### config.mk
export PLATFORM = sky130hd
export DESIGN_NAME = tsmac_apb_arbiter
export DESIGN_NICKNAME = d
export VERILOG_FILES = /design/src/rtl/tsmac_apb_arbiter.sv
export SDC_FILE = /design/constraint.sdc
export NUM_CORES = 1
export LEC_CHECK = 0
export ABC_AREA = 0
export CORE_MARGIN = 5
export CORE_UTILIZATION = 45
export CTS_CLUSTER_SIZE = 8
export DETAILED_ROUTE_END_ITERATION = 10
export GPL_TIMING_DRIVEN = 0
export HOLD_SLACK_MARGIN = 0.05
export PLACE_DENSITY = 0.84
export SYNTH_ARGS = -nofsm -noshare
export SYNTH_HDL_FRONTEND = slang
export SYNTH_SLANG_ARGS = --single-unit
### constraint.sdc
create_clock -name pclk -period 6.3 [get_ports pclk]
set_input_delay 1.89 -clock pclk [delete_from_list [all_inputs] [get_ports pclk]]
set_output_delay 1.89 -clock pclk [all_outputs]
set_load 0.01 [all_outputs]
### src/rtl/tsmac_apb_arbiter.sv
// ---------------------------------------------------------------------------
// tsmac_apb_arbiter
//   Shares the single TSMAC APB register port between two requesters:
//   requester 0 is the power-up configuration sequencer and requester 1 is
//   the runtime host/status poller. Each requester posts one-word read or
//   write commands on a req/ack handshake. The block picks a winner in IDLE,
//   runs the APB SETUP and ACCESS phases, honours pready wait-states and
//   aborts a transfer that waits too long. A timed-out transfer returns
//   TIMEOUT_DATA with err set.
//
//   Optional feature (macro TSMAC_ARB_LOCK_EN): while lock0 is high at an
//   IDLE decision, only requester 0 can be granted. This keeps a burst of
//   configuration writes atomic. Without the macro, lock0 is ignored.
//
// Parameters
//   ARB_MODE     0 = fixed priority (req0 wins), 1 = round-robin on ties
//   TIMEOUT_CYC  ACCESS cycles with pready low before abort (1..1023)
//   TIMEOUT_DATA rdata value returned on a timeout
//
// Ports
//   pclk, presetn            clock; asynchronous active-high reset
//   reqN/wrN/addrN/wdataN    requester N command (held until ackN)
//   ackN                     one-cycle done pulse for requester N
//   rdata, err               read data / timeout flag, valid with ack
//   lock0                    bus lock from requester 0 (optional feature)
//   pselx..pwdata            APB master outputs
//   prdata, pready           APB slave response
// ---------------------------------------------------------------------------
module tsmac_apb_arbiter #(
  parameter int          ARB_MODE     = 0,
  parameter int          TIMEOUT_CYC  = 255,
  parameter logic [31:0] TIMEOUT_DATA = 32'hDEAD_BEEF
) (
  input  logic        pclk,
  input  logic        presetn,
  input  logic        req0,
  input  logic        wr0,
  input  logic [7:0]  addr0,
  input  logic [31:0] wdata0,
  output logic        ack0,
  input  logic        req1,
  input  logic        wr1,
  input  logic [7:0]  addr1,
  input  logic [31:0] wdata1,
  output logic        ack1,
  output logic [31:0] rdata,
  output logic        err,
  input  logic        lock0,
  output logic        pselx,
  output logic        penable,
  output logic        pwrite,
  output logic [7:0]  paddr,
  output logic [31:0] pwdata,
  input  logic [31:0] prdata,
  input  logic        pready
);

  typedef enum logic [1:0] {IDLE, SETUP, ACCESS} state_t;

  localparam logic [9:0] TMO_LAST = 10'(TIMEOUT_CYC - 1);

  state_t     state;
  logic [9:0] tmo_cnt;
  logic       rr_ptr;   // requester preferred on the next tie
  logic       owner;    // requester that owns the current transfer
  logic       elig0;
  logic       elig1;
  logic       win;

  // A request is masked during its own ack cycle: requesters hold reqN until
  // they see ackN, so without the mask a finished command would be re-granted.
  assign elig0 = req0 & ~ack0;
`ifdef TSMAC_ARB_LOCK_EN
  assign elig1 = req1 & ~ack1 & ~lock0;
`else
  logic unused_lock0;
  assign unused_lock0 = lock0;
  assign elig1 = req1 & ~ack1;
`endif

  always_comb begin
    win = 1'b0;
    if (elig0 && elig1)
      win = (ARB_MODE == 1) ? rr_ptr : 1'b0;
    else if (elig1)
      win = 1'b1;
  end

  always_ff @(posedge pclk or posedge presetn) begin
    if (presetn) begin
      state   <= IDLE;
      tmo_cnt <= '0;
      rr_ptr  <= 1'b0;
      owner   <= 1'b0;
      ack0    <= 1'b0;
      ack1    <= 1'b0;
      rdata   <= '0;
      err     <= 1'b0;
      pselx   <= 1'b0;
      penable <= 1'b0;
      pwrite  <= 1'b0;
      paddr   <= '0;
      pwdata  <= '0;
    end else begin
      ack0 <= 1'b0;
      ack1 <= 1'b0;
      case (state)
        IDLE: begin
          if (elig0 || elig1) begin
            owner   <= win;
            rr_ptr  <= ~win;
            pselx   <= 1'b1;
            pwrite  <= win ? wr1    : wr0;
            paddr   <= win ? addr1  : addr0;
            pwdata  <= win ? wdata1 : wdata0;
            tmo_cnt <= '0;
            state   <= SETUP;
          end
        end
        SETUP: begin
          penable <= 1'b1;
          state   <= ACCESS;
        end
        ACCESS: begin
          // pready takes precedence over a timeout landing in the same cycle.
          if (pready || (tmo_cnt == TMO_LAST)) begin
            ack0    <= ~owner;
            ack1    <= owner;
            err     <= ~pready;
            if (!pready)
              rdata <= TIMEOUT_DATA;
            else if (!pwrite)
              rdata <= prdata;
            pselx   <= 1'b0;
            penable <= 1'b0;
            pwrite  <= 1'b0;
            paddr   <= '0;
            pwdata  <= '0;
            state   <= IDLE;
          end else begin
            tmo_cnt <= tmo_cnt + 10'd1;
          end
        end
        default: state <= IDLE;
      endcase
    end
  end

endmodule

Yosys cells after proc, flatten, opt, wreduce, memory -nomap -nowiden --
Cells that the tools add are included.
Cells by class: add/subtract/negate cells 1, equal/unequal tests 7, muxes and demuxes 29, bitwise gates (word level) 6, reduce and logical (&&, ||, !) cells 13
Operator list (number):
- $mux 32 | 5
- $pmux 32 s2 | 1
- $mux 8 | 3
- $mux 10 | 2
- $pmux 10 s2 | 1
- $pmux 8 s2 | 1
- $add 10x1->10 const B | 1
- $eq 10x8->1 const B | 1
- $mux 1 | 10
- $reduce_and 3->1 | 3
- $ne 2x2->1 const B | 4
- $reduce_and 2->1 | 4
- $pmux 1 s2 | 3
- $pmux 2 s3 | 1
- $mux 2 | 2
- $not 1->1 | 4
- $reduce_bool 2->1 | 2
- $and 1x1->1 | 2
- $eq 2x1->1 const B | 1
- $eq 2x2->1 const B | 1
- $logic_not 2->1 | 1
- $logic_or 1x1->1 | 2
- $logic_and 1x1->1 | 1
Word-level totals: register bits 91, output and inout port bits 78, logic and storage cells 68

Depth between registers and ports, before layout --
depth in word-level cells 7, gate-level depth with buffers 8

Least setup slack after synthesis --
No wires, ideal clock.
kind in2reg, start point in req0, end point reg pwdata[10], data arrival time 2.930 ns, data required time 6.208 ns, slack 3.277 ns, stages 6, buffers on the path 2, cell sequence nand2b_1 a211o_1 clkbuf_1 buf_2 o211ai_2 o31ai_2
On the way: longest elaborated chain between the ends 6, elaborated cells on any way between the ends 9
Ends and longest elaborated chain:
- from (decl) | line 36 | input logic req0,
- $and 1x1->1 * | line 72 | assign elig0 = req0 & ~ack0;
- $logic_and 1x1->1 | line 83 | if (elig0 && elig1)
- $mux 1 | line 83
- $mux 32 | line 115 | pwdata <= win ? wdata1 : wdata0;
- $mux 32 | line 109 | if (elig0 || elig1) begin
- $pmux 32 s2 | line 107 | case (state)
- to (signal assigned) | line 115
- to (decl) | line 53 | output logic [31:0] pwdata,
Every way passes the cells marked *; elsewhere a longest branch is shown, timed or not. The select of a mux whose other input is x is not followed. A chain may end at the register's enable or synchronous reset.

Final worst setup path --
start point in req0, end point reg pwdata[7]
Same word-level chain as after synthesis.

==> results.yml <==
power:
  p_switching_mw: 1.15
  p_leak_nw: 2.99
  switching_share_pct: 37.8
  power_frac_seq_pct: 33.1
  p_int_mw: 1.89
  ir_worst_vdd_mv: 0.248
  combPwrFrac_pct: 53.0
  power.clock.fraction_pct: 13.9
  p_per_area_nw_per_um2: 430
job:
  maxCapViolCount: 0
worst_setup_path:
  path_cells: "clkdlybuf4s50_1 > nand2b_1 > a211o_1 > clkbuf_1 > buf_2 > o211ai_2 > o31ai_2"
  worstPathArrival_ns: 3.69
  cpPeakStageDelay_ns: 0.40
  required_ns: 6.57
  cp_max_fo: 10
  cp-start-kind: "primary input"
  ff2ff_setup_slack_ns: 4.35
  cp_slowest_cell: "clkbuf_1"
  path_class: "primary input to flop"
  crit_path_end_kind: "flop"
sta:
  rsz0062_at_grt: "no"
  drv_slew: 0
  finalHoldViolCount: 0
  timing.final.crit_share_pct: 54.3
  finClkSkew_ns: 0.00757
  setup_viol: 0
  min_period_ns: 3.42
  tightest_slew_ns: 0.909
  whs_ns: 0.478
  worst_slack_ns: 2.88
  clock.fmax_mhz: 292
  tns_ns: 0
  slew-limit-headroom_pct: 38.9
cts:
  cts_root_buf: "clkbuf_8"
  cts_buffers: 9
  cts_hold_buf: 0
  clockBufferDepth: 2
  path_clk_slew_ns: 0.09
  cts_resized: 0
  clk_latency_ns: 0.36
  htreeDepth: 3
  tritoncts: "done"
  cts.sinks: 91
  cts_setup_buffers: 0
floorplanning:
  rows: 37
  die_w_um: 112
  start_util_pct: 45.8
  fp.dieArea_um2: 12600
  ios: 198
  coreArea_um2: 10200
  chipHeight_um: 112
synth:
  ys_ff_latch: 91
  synth_most_common_cell: "dfrtp_1"
  synth_warnings: 0
  synth_edf_count: 0
  synth_cells: 363
  yosys-top-cells-count: "dfrtp_1 (91), mux2i_1 (42), o211ai_2 (38), o31ai_2 (33), o22a_1 (24)"
  syn_area_um2: 4690
  synth.largest_area_cell: "dfrtp_1"
  syn_nets: 485
  synth-main-ff-cell: "dfrtp_1"
  synth_top_area_share_pct: 48.5
  synth_seq_area_share_pct: 48.5
  syn_area_per_cell_um2: 12.9
  synthTopCellsByArea: "dfrtp_1 (49%), o211ai_2 (10%), mux2i_1 (9.0%)"
  synthArstFlopShare_pct: 100
  yosysUniqueCellTypes: 47
drt:
  vias: 3893
  wl_met3_um: 1580
  drt_wl_total_um: 13400
  met1_length_um: 5280
  drc: 0
  top_layer: "met4"
  met2_length_um: 6290
  vias_per_cell: 5.47
  detail_route.first_pass.iterations: 5
  ant_nets: 0
  routedWlPerCell_um: 18.8
  dr.first_iter.drc_count: 163
placement:
  hpwlAfterDp_um: 10200
  dpl_cell_area_um2: 6850
  place.gp.congestion: 0.859
  pre_cts_ws_ns: 2.53
  io_buffers: 196
  dp_cells: 696
final_layout:
  synthToLayoutAreaGrowth_pct: 50.6
  antennaDiodeCount: 0
  stdcell_area_um2: 7070
  drive_gt1_share_pct: 20.1
  nets: 693
  fin_cells: 712
grt:
  grt.total_usage_pct: 21.4
  antenna_found_initial: 0
  grt_max_degree: 73
  grt_pass1_vias: 4203
  grt_pass1_wl_um: 21900
  grt_overflow: 0
run_status:
  status: "completed"
hold_path:
  hold_path.class: "flop to flop"
power by group through the flow:
stage	sequential (mW)	combinational (mW)	clock, mW
after floorplan	1.10	0.785	0
after global placement	1.00	1.59	0
after detailed placement	1.01	1.63	0
after CTS	1.01	1.63	0.431
after global routing	1.04	1.74	0.457
final	1.00	1.61	0.423
critical path: cells and delay by family:
| family | cells | cell delay, ns |
|---|---|---|
| buffers and inverters | 3 | 1.16 |
| and+or+nand+nor | 1 | 0.11 |
| AOI/OAI and AO/OA | 3 | 0.51 |
routing by layer:
| metal | up-vias | global-route usage, % |
|---|---|---|
| met2 | 183 | 34.6 |
| met5 | - | 0 |
| li1 | 1825 | - |
| met1 | 1870 | 25.8 |
| met3 | 15 | 9.81 |
| met4 | 0 | 6.57 |
final timing paths:
kind                                    from                     end  cells after the start
hold / removal             owner$_DFFE_PP0P_          ack0$_DFF_PP0_                      1
setup / recovery                        req0   pwdata[7]$_DFFE_PP0P_                      7
setup reg to reg              ack0$_DFF_PP0_   pwdata[7]$_DFFE_PP0P_                      6
max in group asynchronous            presetn  pwdata[23]$_DFFE_PP0P_                      3
hold reg to reg            owner$_DFFE_PP0P_          ack0$_DFF_PP0_                      1
min in group asynchronous            presetn   rdata[24]$_DFFE_PP0P_                      2
placed cells by master (no fill, tap or decap), types with 4 or more instances in the layout:
cell type and instances:
o21ai_0 7, nand2b_1 6, nand2_1 8, a22o_1 9
buf_2 9, o31ai_1 8, clkdlybuf4s50_1 196, o22a_1 24
dfrtp_1 91, o211ai_2 38, clkbuf_8 12, nor2_1 4
clkbuf_1 11, nor3_1 4, mux2i_1 42, inv_1 4
buf_6 6, o31ai_2 33, nand3_1 12
stage by stage:
stage	power [mW]	util [%]
after floorplan	1.89	-
after global placement	2.59	66.7
after detailed placement	2.64	67.0
after CTS	3.07	69.1
after global routing	3.24	69.1
final	3.04	69.1
area by class of cell:
| class | instances | area (µm²) |
|---|---|---|
| fillers | 741 | 3170 |
| flip-flops and latches | 91 | 2280 |
| multi-input cells | 231 | 2160 |
| repair buffers | 197 | 1990 |
| plain buffers | 35 | 233 |
| well taps | 136 | 170 |
| clock buffers | 12 | 165 |
| clock inverters | 4 | 47.5 |
| inverters | 6 | 25.0 |
flip-flops by register name, summed over array words and instances (netlist names):
name	count
ack0	1
ack1	1
err	1
owner	1
paddr	8
penable	1
pselx	1
pwdata	32
pwrite	1
rdata	32
state	2
tmo_cnt	10
cell families (layout without fill, tap and decap cells):
group	Yosys count	count (layout)	synth area share (%)
XOR/XNOR	1	1	0.187
AO/OA/AOI/OAI	140	140	30.7
adder cells (fa/ha/maj)	2	2	0.533
flip-flops	91	91	48.5
multiplexers	42	42	8.96
buffers and inverters	41	254	5.44
AND/OR/NAND/NOR	46	46	5.66
No activity file was read; power rests on OpenSTA's default activity.
